===== src/rtl/sme_host.sv =====
// sme_host: host-side initiator for the string-matching engine.
// Buffers one string (<=32 chars) and one pattern (<=8 chars), serializes
// them onto the engine character bus on start, then collects the result.
module sme_host #(
  parameter int unsigned TIMEOUT = 40
) (
  input  logic       clk,
  input  logic       reset,
  input  logic       ld_we,
  input  logic       ld_sel,
  input  logic [4:0] ld_addr,
  input  logic [7:0] ld_data,
  input  logic [5:0] str_len,
  input  logic [3:0] pat_len,
  input  logic       start,
  input  logic       send_str,
  output logic       busy,
  output logic [7:0] chardata,
  output logic       isstring,
  output logic       ispattern,
  input  logic       valid,
  input  logic       match,
  input  logic [4:0] match_index,
  output logic       done,
  output logic       res_match,
  output logic [4:0] res_index,
  output logic       timeout
);

  localparam int unsigned STR_DEPTH = 32;
  localparam int unsigned PAT_DEPTH = 8;
  localparam int unsigned CW        = 8;
  localparam int unsigned IW        = 5;
  localparam int unsigned SLW       = 6;
  localparam int unsigned PLW       = 4;
  localparam int unsigned WCW       = 6;

  typedef enum logic [2:0] {
    IDLE,
    SEND_STR,
    SEND_PAT,
    WAIT,
    DONE
  } state_t;

  state_t         state, state_n;
  logic [CW-1:0]  str_buf [STR_DEPTH];
  logic [CW-1:0]  pat_buf [PAT_DEPTH];
  logic [IW-1:0]  idx, idx_n;
  logic [SLW-1:0] slen, slen_n;
  logic [PLW-1:0] plen, plen_n;
  logic [WCW-1:0] wcnt, wcnt_n;
  logic [SLW-1:0] str_len_eff;
  logic [PLW-1:0] pat_len_eff;
  logic           wr_en;

  logic           busy_n, isstring_n, ispattern_n, done_n;
  logic [CW-1:0]  chardata_n;
  logic           res_match_n, timeout_n;
  logic [IW-1:0]  res_index_n;

  // Out-of-range lengths collapse to the full buffer size
  assign str_len_eff = ((str_len == SLW'(0)) || (str_len > SLW'(STR_DEPTH)))
                       ? SLW'(STR_DEPTH) : str_len;
  assign pat_len_eff = ((pat_len == PLW'(0)) || (pat_len > PLW'(PAT_DEPTH)))
                       ? PLW'(PAT_DEPTH) : pat_len;

  // Loads only while idle; a write coinciding with an accepted start is dropped
  assign wr_en = ld_we && (state == IDLE) && !start;

  // Character buffers with space/dot reset fill
  always_ff @(posedge clk or posedge reset) begin
    if (reset) begin
      for (int i = 0; i < int'(STR_DEPTH); i++) str_buf[i] <= 8'h20;
      for (int i = 0; i < int'(PAT_DEPTH); i++) pat_buf[i] <= 8'h2E;
    end else if (wr_en) begin
      if (ld_sel) pat_buf[ld_addr[2:0]] <= ld_data;
      else        str_buf[ld_addr]      <= ld_data;
    end
  end

  // Next state, counters and next-cycle output values
  always_comb begin
    state_n     = state;
    idx_n       = idx;
    slen_n      = slen;
    plen_n      = plen;
    wcnt_n      = wcnt;
    res_match_n = res_match;
    res_index_n = res_index;
    timeout_n   = timeout;

    case (state)
      IDLE: begin
        if (start) begin
          slen_n  = str_len_eff;
          plen_n  = pat_len_eff;
          idx_n   = '0;
          state_n = send_str ? SEND_STR : SEND_PAT;
        end
      end
      SEND_STR: begin
        if (idx == IW'(slen - SLW'(1))) begin
          idx_n   = '0;
          state_n = SEND_PAT;
        end else begin
          idx_n = idx + IW'(1);
        end
      end
      SEND_PAT: begin
        if (idx == IW'(plen - PLW'(1))) begin
          idx_n   = '0;
          wcnt_n  = '0;
          state_n = WAIT;
        end else begin
          idx_n = idx + IW'(1);
        end
      end
      WAIT: begin
        if (valid) begin
          res_match_n = match;
          res_index_n = match_index;
          timeout_n   = 1'b0;
          state_n     = DONE;
        end else if (wcnt == WCW'(TIMEOUT - 1)) begin
          res_match_n = 1'b0;
          res_index_n = '0;
          timeout_n   = 1'b1;
          state_n     = DONE;
        end else begin
          wcnt_n = wcnt + WCW'(1);
        end
      end
      DONE: begin
        state_n = IDLE;
      end
      default: begin
        state_n = IDLE;
      end
    endcase

    busy_n      = (state_n != IDLE);
    isstring_n  = (state_n == SEND_STR);
    ispattern_n = (state_n == SEND_PAT);
    done_n      = (state_n == DONE);
    chardata_n  = '0;
    if (state_n == SEND_STR)      chardata_n = str_buf[idx_n];
    else if (state_n == SEND_PAT) chardata_n = pat_buf[idx_n[2:0]];
  end

  // State, counters and registered outputs
  always_ff @(posedge clk or posedge reset) begin
    if (reset) begin
      state     <= IDLE;
      idx       <= '0;
      slen      <= '0;
      plen      <= '0;
      wcnt      <= '0;
      busy      <= 1'b0;
      chardata  <= '0;
      isstring  <= 1'b0;
      ispattern <= 1'b0;
      done      <= 1'b0;
      res_match <= 1'b0;
      res_index <= '0;
      timeout   <= 1'b0;
    end else begin
      state     <= state_n;
      idx       <= idx_n;
      slen      <= slen_n;
      plen      <= plen_n;
      wcnt      <= wcnt_n;
      busy      <= busy_n;
      chardata  <= chardata_n;
      isstring  <= isstring_n;
      ispattern <= ispattern_n;
      done      <= done_n;
      res_match <= res_match_n;
      res_index <= res_index_n;
      timeout   <= timeout_n;
    end
  end

endmodule


===== config.mk =====
export PLATFORM = sky130hd
export DESIGN_NAME = sme_host
export DESIGN_NICKNAME = d
export VERILOG_FILES = /design/src/rtl/sme_host.sv
export SDC_FILE = /design/constraint.sdc
export NUM_CORES = 1
export LEC_CHECK = 0
export ABC_AREA = 1
export BUFFER_PORTS_ARGS = -buffer_cell sky130_fd_sc_hd__buf_2
export CAP_MARGIN = 20
export CORE_MARGIN = 3
export CORE_UTILIZATION = 40
export CTS_CLUSTER_SIZE = 28
export DETAILED_ROUTE_END_ITERATION = 7
export HOLD_SLACK_MARGIN = 0.08
export SYNTH_ARGS = -nofsm -noshare
export SYNTH_HDL_FRONTEND = slang
export SYNTH_SLANG_ARGS = --single-unit
export TNS_END_PERCENT = 100

===== constraint.sdc =====
create_clock -name clk -period 17.9 [get_ports clk]
set_input_delay 4.475 -clock clk [delete_from_list [all_inputs] [get_ports clk]]
set_output_delay 4.475 -clock clk [all_outputs]
set_load 0.1 [all_outputs]

==> results of run 1 <==
==> critical path: cells and delay by family <==
kind,cells,cell delay [ns]
and+or+nand+nor,12,2.51
buffers and inverters,2,0.99
==> stage by stage <==
stage | cells | area [um^2]
floorplan | 2280 | 17800
detailed placement | 2777 | 18400
global placement | 2776 | 18400
CTS | 2854 | 19800
finish | 2856 | 19900
global route | 2855 | 19800
==> area by class of cell <==
cell class,instances,area [um^2],share of cell area
clock buffer,61,1230,0.0621
inverter,301,1140,0.0573
timing repair buffer,77,475,0.0240
tap,585,732,0.0369
clock inverter,16,184,0.00927
multi-input combinational,1453,6950,0.350
sequential,362,9140,0.460
antenna,1,2.50,0.000126
==> placed cells by master, fill, tap and decap left out, types with 2 or more instances in the layout <==
master     instances
inv_1            292
clkbuf_16         43
dfstp_2           64
dfrtp_1          298
clkbuf_8           9
nand4_1          130
inv_2              7
nand2_1          567
clkinv_2          11
o221ai_1           8
a21oi_1            6
nor3_1             5
clkbuf_1           9
nor2_1            45
o21a_1             8
nor4_1             2
nand3_4            3
o21ai_0          367
buf_4             21
nor4_2             6
nand3_1          274
xor2_1             4
a22o_1             6
buf_2             54
ha_1               4
bufinv_16          4
o211ai_1           8
==> worst min-delay path by stage <==
| stage | to | start | slack (ns) |
|---|---|---|---|
| floorplan | wcnt[4] | wcnt[4] | 0.43 |
| detailed placement | wcnt[5] | wcnt[5] | 0.46 |
| global route | wcnt[5] | wcnt[5] | 0.49 |
| finish | wcnt[4] | wcnt[4] | 0.47 |
| global placement | wcnt[4] | wcnt[4] | 0.45 |
| CTS | wcnt[5] | wcnt[5] | 0.46 |
==> cell usage after synthesis, types with 6 or more instances <==
| cell type | number | area (um^2) |
|---|---|---|
| nand2_1 | 568 | 2130 |
| o21ai_0 | 367 | 1840 |
| dfrtp_1 | 298 | 7460 |
| inv_1 | 293 | 1100 |
| nand3_1 | 274 | 1370 |
| nand4_1 | 130 | 813 |
| clkbuf_1 | 108 | 405 |
| dfstp_2 | 64 | 1680 |
| buf_2 | 55 | 275 |
| nor2_1 | 45 | 169 |
| nor4_1 | 8 | 50.1 |
| o211ai_1 | 8 | 60.1 |
| o21a_1 | 8 | 60.1 |
| o221ai_1 | 8 | 70.1 |
| inv_2 | 7 | 26.3 |
| a21oi_1 | 6 | 30.0 |
| a22o_1 | 6 | 52.6 |
==> registers in the layout, summed over array words and instances, names as in the netlist <==
name and flops:
str_buf 256, pat_buf 64, chardata 8, wcnt 6
idx 5, res_index 5, slen 5, plen 4
state 3, busy 1, done 1, ispattern 1
isstring 1, res_match 1, timeout 1
==> where the power goes <==
part           switching, mW  total [mW]  internal, mW
sequential            0.0753        1.04         0.964
clock                  0.350       0.886         0.536
combinational           1.07        1.52         0.444
==> layer usage <==
| layer | vias to the layer above | share of wire | track usage |
|---|---|---|---|
| met1 | 7505 | 0.44 | 0.327 |
| met2 | 593 | 0.45 | 0.357 |
| li1 | 7383 | - | - |
| met4 | 0 | 0.037 | 0.0876 |
| met3 | 104 | 0.068 | 0.0314 |
| met5 | - | 0 | 0 |
==> kinds of logic after synthesis <==
logic type               count (synthesis)  synth area share
AND/OR/NAND/NOR                       1038             0.260
AO/OA/AOI/OAI                          407             0.121
flip-flops                             362             0.512
XOR/XNOR                                 4           0.00196
adder cells (fa/ha/maj)                  4           0.00281
buffers and inverters                  465             0.102
==> impl_metrics.csv, run 1 <==
group,metric,value,unit
finish,synthToLayoutAreaGrowth,11.3,%
cts,cts-hold-fix-buffers,0,
critical_path,endpoint,"chardata[4]",
timing,period_needed,7.69,ns
timing,clock.fmax,130,MHz
place,place.port_buffers,54,
critical_path,setup.worst_path.end_class,"flop",
global_route,antenna_found_initial,1,
yosys,syn_nets,2320,
timing,tightestPinTransition,1.09,ns
cts,cts_tree,"yes",
die,fp.dieW,217,um
global_route,grt_use_total,0.230,
cts,cts-root-buf,"clkbuf_16",
cts,cts_setup_buffers,0,
cts,clock-sinks,362,
drt,drt_first_pass_iters,7,
critical_path,worstPathArrival,8.13,ns
worst_hold_path,whs_path_depth,1,
timing,fin_skew,0.0184,ns
critical_path,r2r-end,"chardata[4]",
place,routabilityCongestion,0.828,
worst_hold_path,hold_path.class,"reg -> reg",
drt,first_iter_violations,1725,
global_route,grt_pass1_wl,86500,um
cts,cts_resized,0,
run_status,status,"completed",
critical_path,critPathMaxFanout,92,
timing,period_share,0.429,
critical_path,slowest_stage,"buf_4",
power_and_ir_drop,powerDensity,173,nW/um^2
place,dp_slack,9.78,ns
finish,final_layout_size_suffix_gt1_frac,0.103,
critical_path,reg2reg_slack,13.06,ns
die,die_area,47200,um^2
critical_path,reg2reg_depth,18,
global_route,grt_max_degree,160,
cts,clk_pin_slew,0.06,ns
finish,layout.nets,2277,
timing,rsz0062_at_grt,"false",
power_and_ir_drop,peakVddDrop,0.142,mV
timing,slew_viol_final,0,
yosys,syn-cell-area,17800,um^2
timing,whs,0.465,ns
drt,drc,0,
yosys,ys_ff_latch,362,
yosys,syn_area_per_cell,7.82,um^2
global_route,overflow,0,
cts,clock_path_buffers,3,
place,dpl.hpwl,31500,um
critical_path,startpoint_type,"input port",
power_and_ir_drop,p_leak,8.90,nW
die,num_rows,76,
drt,antenna_left,0,
critical_path,r2r_start,"plen[0]",
critical_path,crit_path_frequent_cell,"nand3_1",
timing,finalSetupTns,0,ns
cts,clock_latency,0.56,ns
drt,wl_per_cell,18.8,um
timing,maxSlewHeadroom,0.273,
job,drv_cap,0,
die,ioPinCount,55,
yosys,ys_types,32,
yosys,ys.flop_type,"dfrtp_1",
critical_path,startpoint,"start",
die,start_util,0.410,
cts,cts_htree_levels,2,
yosys,synth_edf_count,0,
timing,final.setup.worst_slack,10.21,ns
critical_path,required,18.34,ns
yosys,synthCells,2280,
die,die-height,217,um
yosys,synthArstFlopShare,1.00,
cts,cts_buffers,42,
yosys,synth-seq-area-share,0.512,
timing,setup_viol,0,
critical_path,crit_path_max_incr_delay,0.88,ns
drt,vias_per_cell,5.46,
global_route,grt_pass1_vias,15100,
yosys,synth_warnings,0,
timing,hold_viol,0,
finish,final_core_util,0.456,
critical_path,crit_type,"in -> reg",
finish,fillerInstances,4423,
critical_path,path_cells,"buf_2 > nor2_1 > nand2_1 > nand2_1 > nand2_4 > nand3_4 > buf_4 > nand2_1 > nand3_1 > nand3_1 > nand3_1 > nand3_1 > nand3_1 > nand2_1",
power_and_ir_drop,total_power,3.44,mW
drt,wl,53700,um
drt,vias,15600,
die,core_area,43600,um^2
No activity file was read; power rests on OpenSTA's default activity.
==> run 2, diff against run 1 <==
==> constraint.sdc (replaced) <==
create_clock -name clk -period 6.3 [get_ports clk]
set_input_delay 1.575 -clock clk [delete_from_list [all_inputs] [get_ports clk]]
set_output_delay 1.575 -clock clk [all_outputs]
set_load 0.1 [all_outputs]
==> run 2 against run 1 <==
  * Via count decreased by 1.1%
  * Register-to-register slack worse by 11 ns
  * Sequential cell count unchanged
  * Total power grew to 2.8 times the previous value
  * Largest cell class unchanged
  * Highest routed layer unchanged
==> impl_metrics.csv, run 2 (same netlist as run 1, synthesis figures left out) <==
group,metric,value,unit
run_status,status,"completed",
cts,clock_latency,0.58,ns
finish,final_core_util,0.454,
die,num_rows,76,
power_and_ir_drop,peakVddDrop,0.616,mV
timing,maxSlewHeadroom,0.253,
die,die-height,217,um
timing,clock.fmax,244,MHz
critical_path,reg2reg_slack,2.34,ns
drt,vias,15400,
cts,clock-sinks,362,
critical_path,setup.worst_path.end_class,"flop",
die,core_area,43600,um^2
finish,final_layout_size_suffix_gt1_frac,0.0984,
critical_path,crit_type,"in -> reg",
critical_path,crit_path_frequent_cell,"nand3_1",
drt,drt_first_pass_iters,6,
drt,wl_per_cell,18.3,um
critical_path,path_cells,"buf_2 > nor2_1 > nand2_1 > nand2_1 > nand2_4 > buf_4 > nand4_1 > nand3_1 > nand3_1 > nand3_1 > nand3_1 > nand3_1 > nand2_1",
critical_path,crit_path_max_incr_delay,0.82,ns
critical_path,slowest_stage,"buf_4",
critical_path,reg2reg_depth,18,
die,die_area,47200,um^2
cts,clock_path_buffers,3,
timing,final.setup.worst_slack,2.20,ns
global_route,grt_pass1_wl,82900,um
critical_path,r2r-end,"chardata[5]",
die,start_util,0.410,
place,routabilityCongestion,0.877,
global_route,antenna_found_initial,0,
die,ioPinCount,55,
cts,cts-hold-fix-buffers,0,
finish,fin_cells,2852,
global_route,grt_use_total,0.222,
drt,wl,52100,um
cts,cts_tree,"yes",
drt,vias_per_cell,5.40,
power_and_ir_drop,p_leak,8.82,nW
global_route,grt_use_met1,0.319,
timing,hold_viol,0,
timing,rsz0062_at_grt,"false",
place,dp.cells,2778,
timing,setup_viol,0,
die,fp.dieW,217,um
timing,tightestPinTransition,1.11,ns
timing,finalSetupTns,0,ns
finish,layout.nets,2276,
finish,fillerInstances,4375,
cts,cts_htree_levels,2,
job,drv_cap,0,
global_route,grt_use_met2,0.348,
finish,regMostFlops,"str_buf",
finish,top_regs,"str_buf x256, pat_buf x64, chardata x8",
finish,largest_register_ffs,256,
cts,cts_setup_buffers,0,
global_route,grt_max_degree,162,
critical_path,worstPathArrival,4.53,ns
place,place.port_buffers,54,
critical_path,startpoint,"start",
cts,cts_resized,0,
finish,final_common_cell,"nand2_1",
power_and_ir_drop,powerDensity,495,nW/um^2
critical_path,critPathMaxFanout,83,
drt,antenna_left,0,
finish,final_cell_mix,"567 x nand2_1, 367 x o21ai_0, 298 x dfrtp_1, 292 x inv_1, 274 x nand3_1",
cts,cts-root-buf,"clkbuf_16",
global_route,grt.busiest_layer,"met2",
worst_hold_path,hold_path.class,"reg -> reg",
cts,clk_pin_slew,0.06,ns
global_route,overflow,0,
critical_path,r2r_start,"plen[0]",
timing,period_needed,4.10,ns
finish,synthToLayoutAreaGrowth,10.7,%
cts,cts_buffers,40,
critical_path,startpoint_type,"input port",
global_route,grt_pass1_vias,14600,
place,dpl.hpwl,30100,um
drt,first_iter_violations,1676,
critical_path,required,6.73,ns
timing,fin_skew,0.0203,ns
global_route,grtUsageMet3,0.0348,
drt,drc,0,
place,dp_slack,1.72,ns
power_and_ir_drop,total_power,9.78,mW
timing,period_share,0.650,
timing,slew_viol_final,0,
critical_path,endpoint,"chardata[2]",
[run 2: cell types whose count changed in the layout (fill, tap and decap cells not counted), sizes merged]
cell      change
clkinv        -7
buf           +1
clkbuf        +3
clkinvlp      +1
bufinv        -2
[run 2: through the flow]
stage	hold slack (ns)	instance area, um^2
detailed placement	0.458	18500
finish	0.465	19800
global placement	0.449	18500
floorplan	0.433	17800
global route	0.498	19800
CTS	0.466	19700
[run 2: cell type report]
| cell class | instances | area [um^2] | share of cell area |
|---|---|---|---|
| Antenna cell | 1 | 2.50 | 0.000127 |
| Clock buffer | 64 | 1180 | 0.0599 |
| Clock inverter | 8 | 97.6 | 0.00494 |
| Inverter | 301 | 1130 | 0.0574 |
| Multi-Input combinational cell | 1453 | 6950 | 0.352 |
| Sequential cell | 362 | 9140 | 0.463 |
| Tap cell | 585 | 732 | 0.0371 |
| Timing Repair Buffer | 78 | 513 | 0.0260 |
[run 2: routing by layer]
metal | vias up | routed length (um)
met2 | 479 | 23400
met3 | 89 | 3480
li1 | 7367 | -
met1 | 7474 | 23800
met4 | 0 | 1430
met5 | - | 0
[run 2: worst min-delay path by stage]
| stage | startpoint | to | slack (ns) | cells past startpoint |
|---|---|---|---|---|
| 2_1_floorplan | wcnt[4] | wcnt[4] | 0.43 | 1 |
| 3_3_place_gp | wcnt[4] | wcnt[4] | 0.45 | 1 |
| 3_5_place_dp | wcnt[4] | wcnt[4] | 0.46 | 1 |
| 4_1_cts | wcnt[4] | wcnt[4] | 0.47 | 1 |
| 5_1_grt | str_buf[252] | str_buf[252] | 0.50 | 2 |
| 6_report | wcnt[4] | wcnt[4] | 0.46 | 1 |
[run 2: critical path: cells and delay by family]
family / cells / cell delay [ns]
and+or+nand+nor: 11 / 1.94
buffers and inverters: 2 / 0.92
[run 2: power by group]
group          total [mW]  leakage, nW  switching [mW]  internal [mW]
logic                4.52         3.46            3.22           1.29
registers            2.93         4.74           0.194           2.74
clock network        2.33        0.627           0.958           1.37
total                9.78         8.82            4.38           5.40
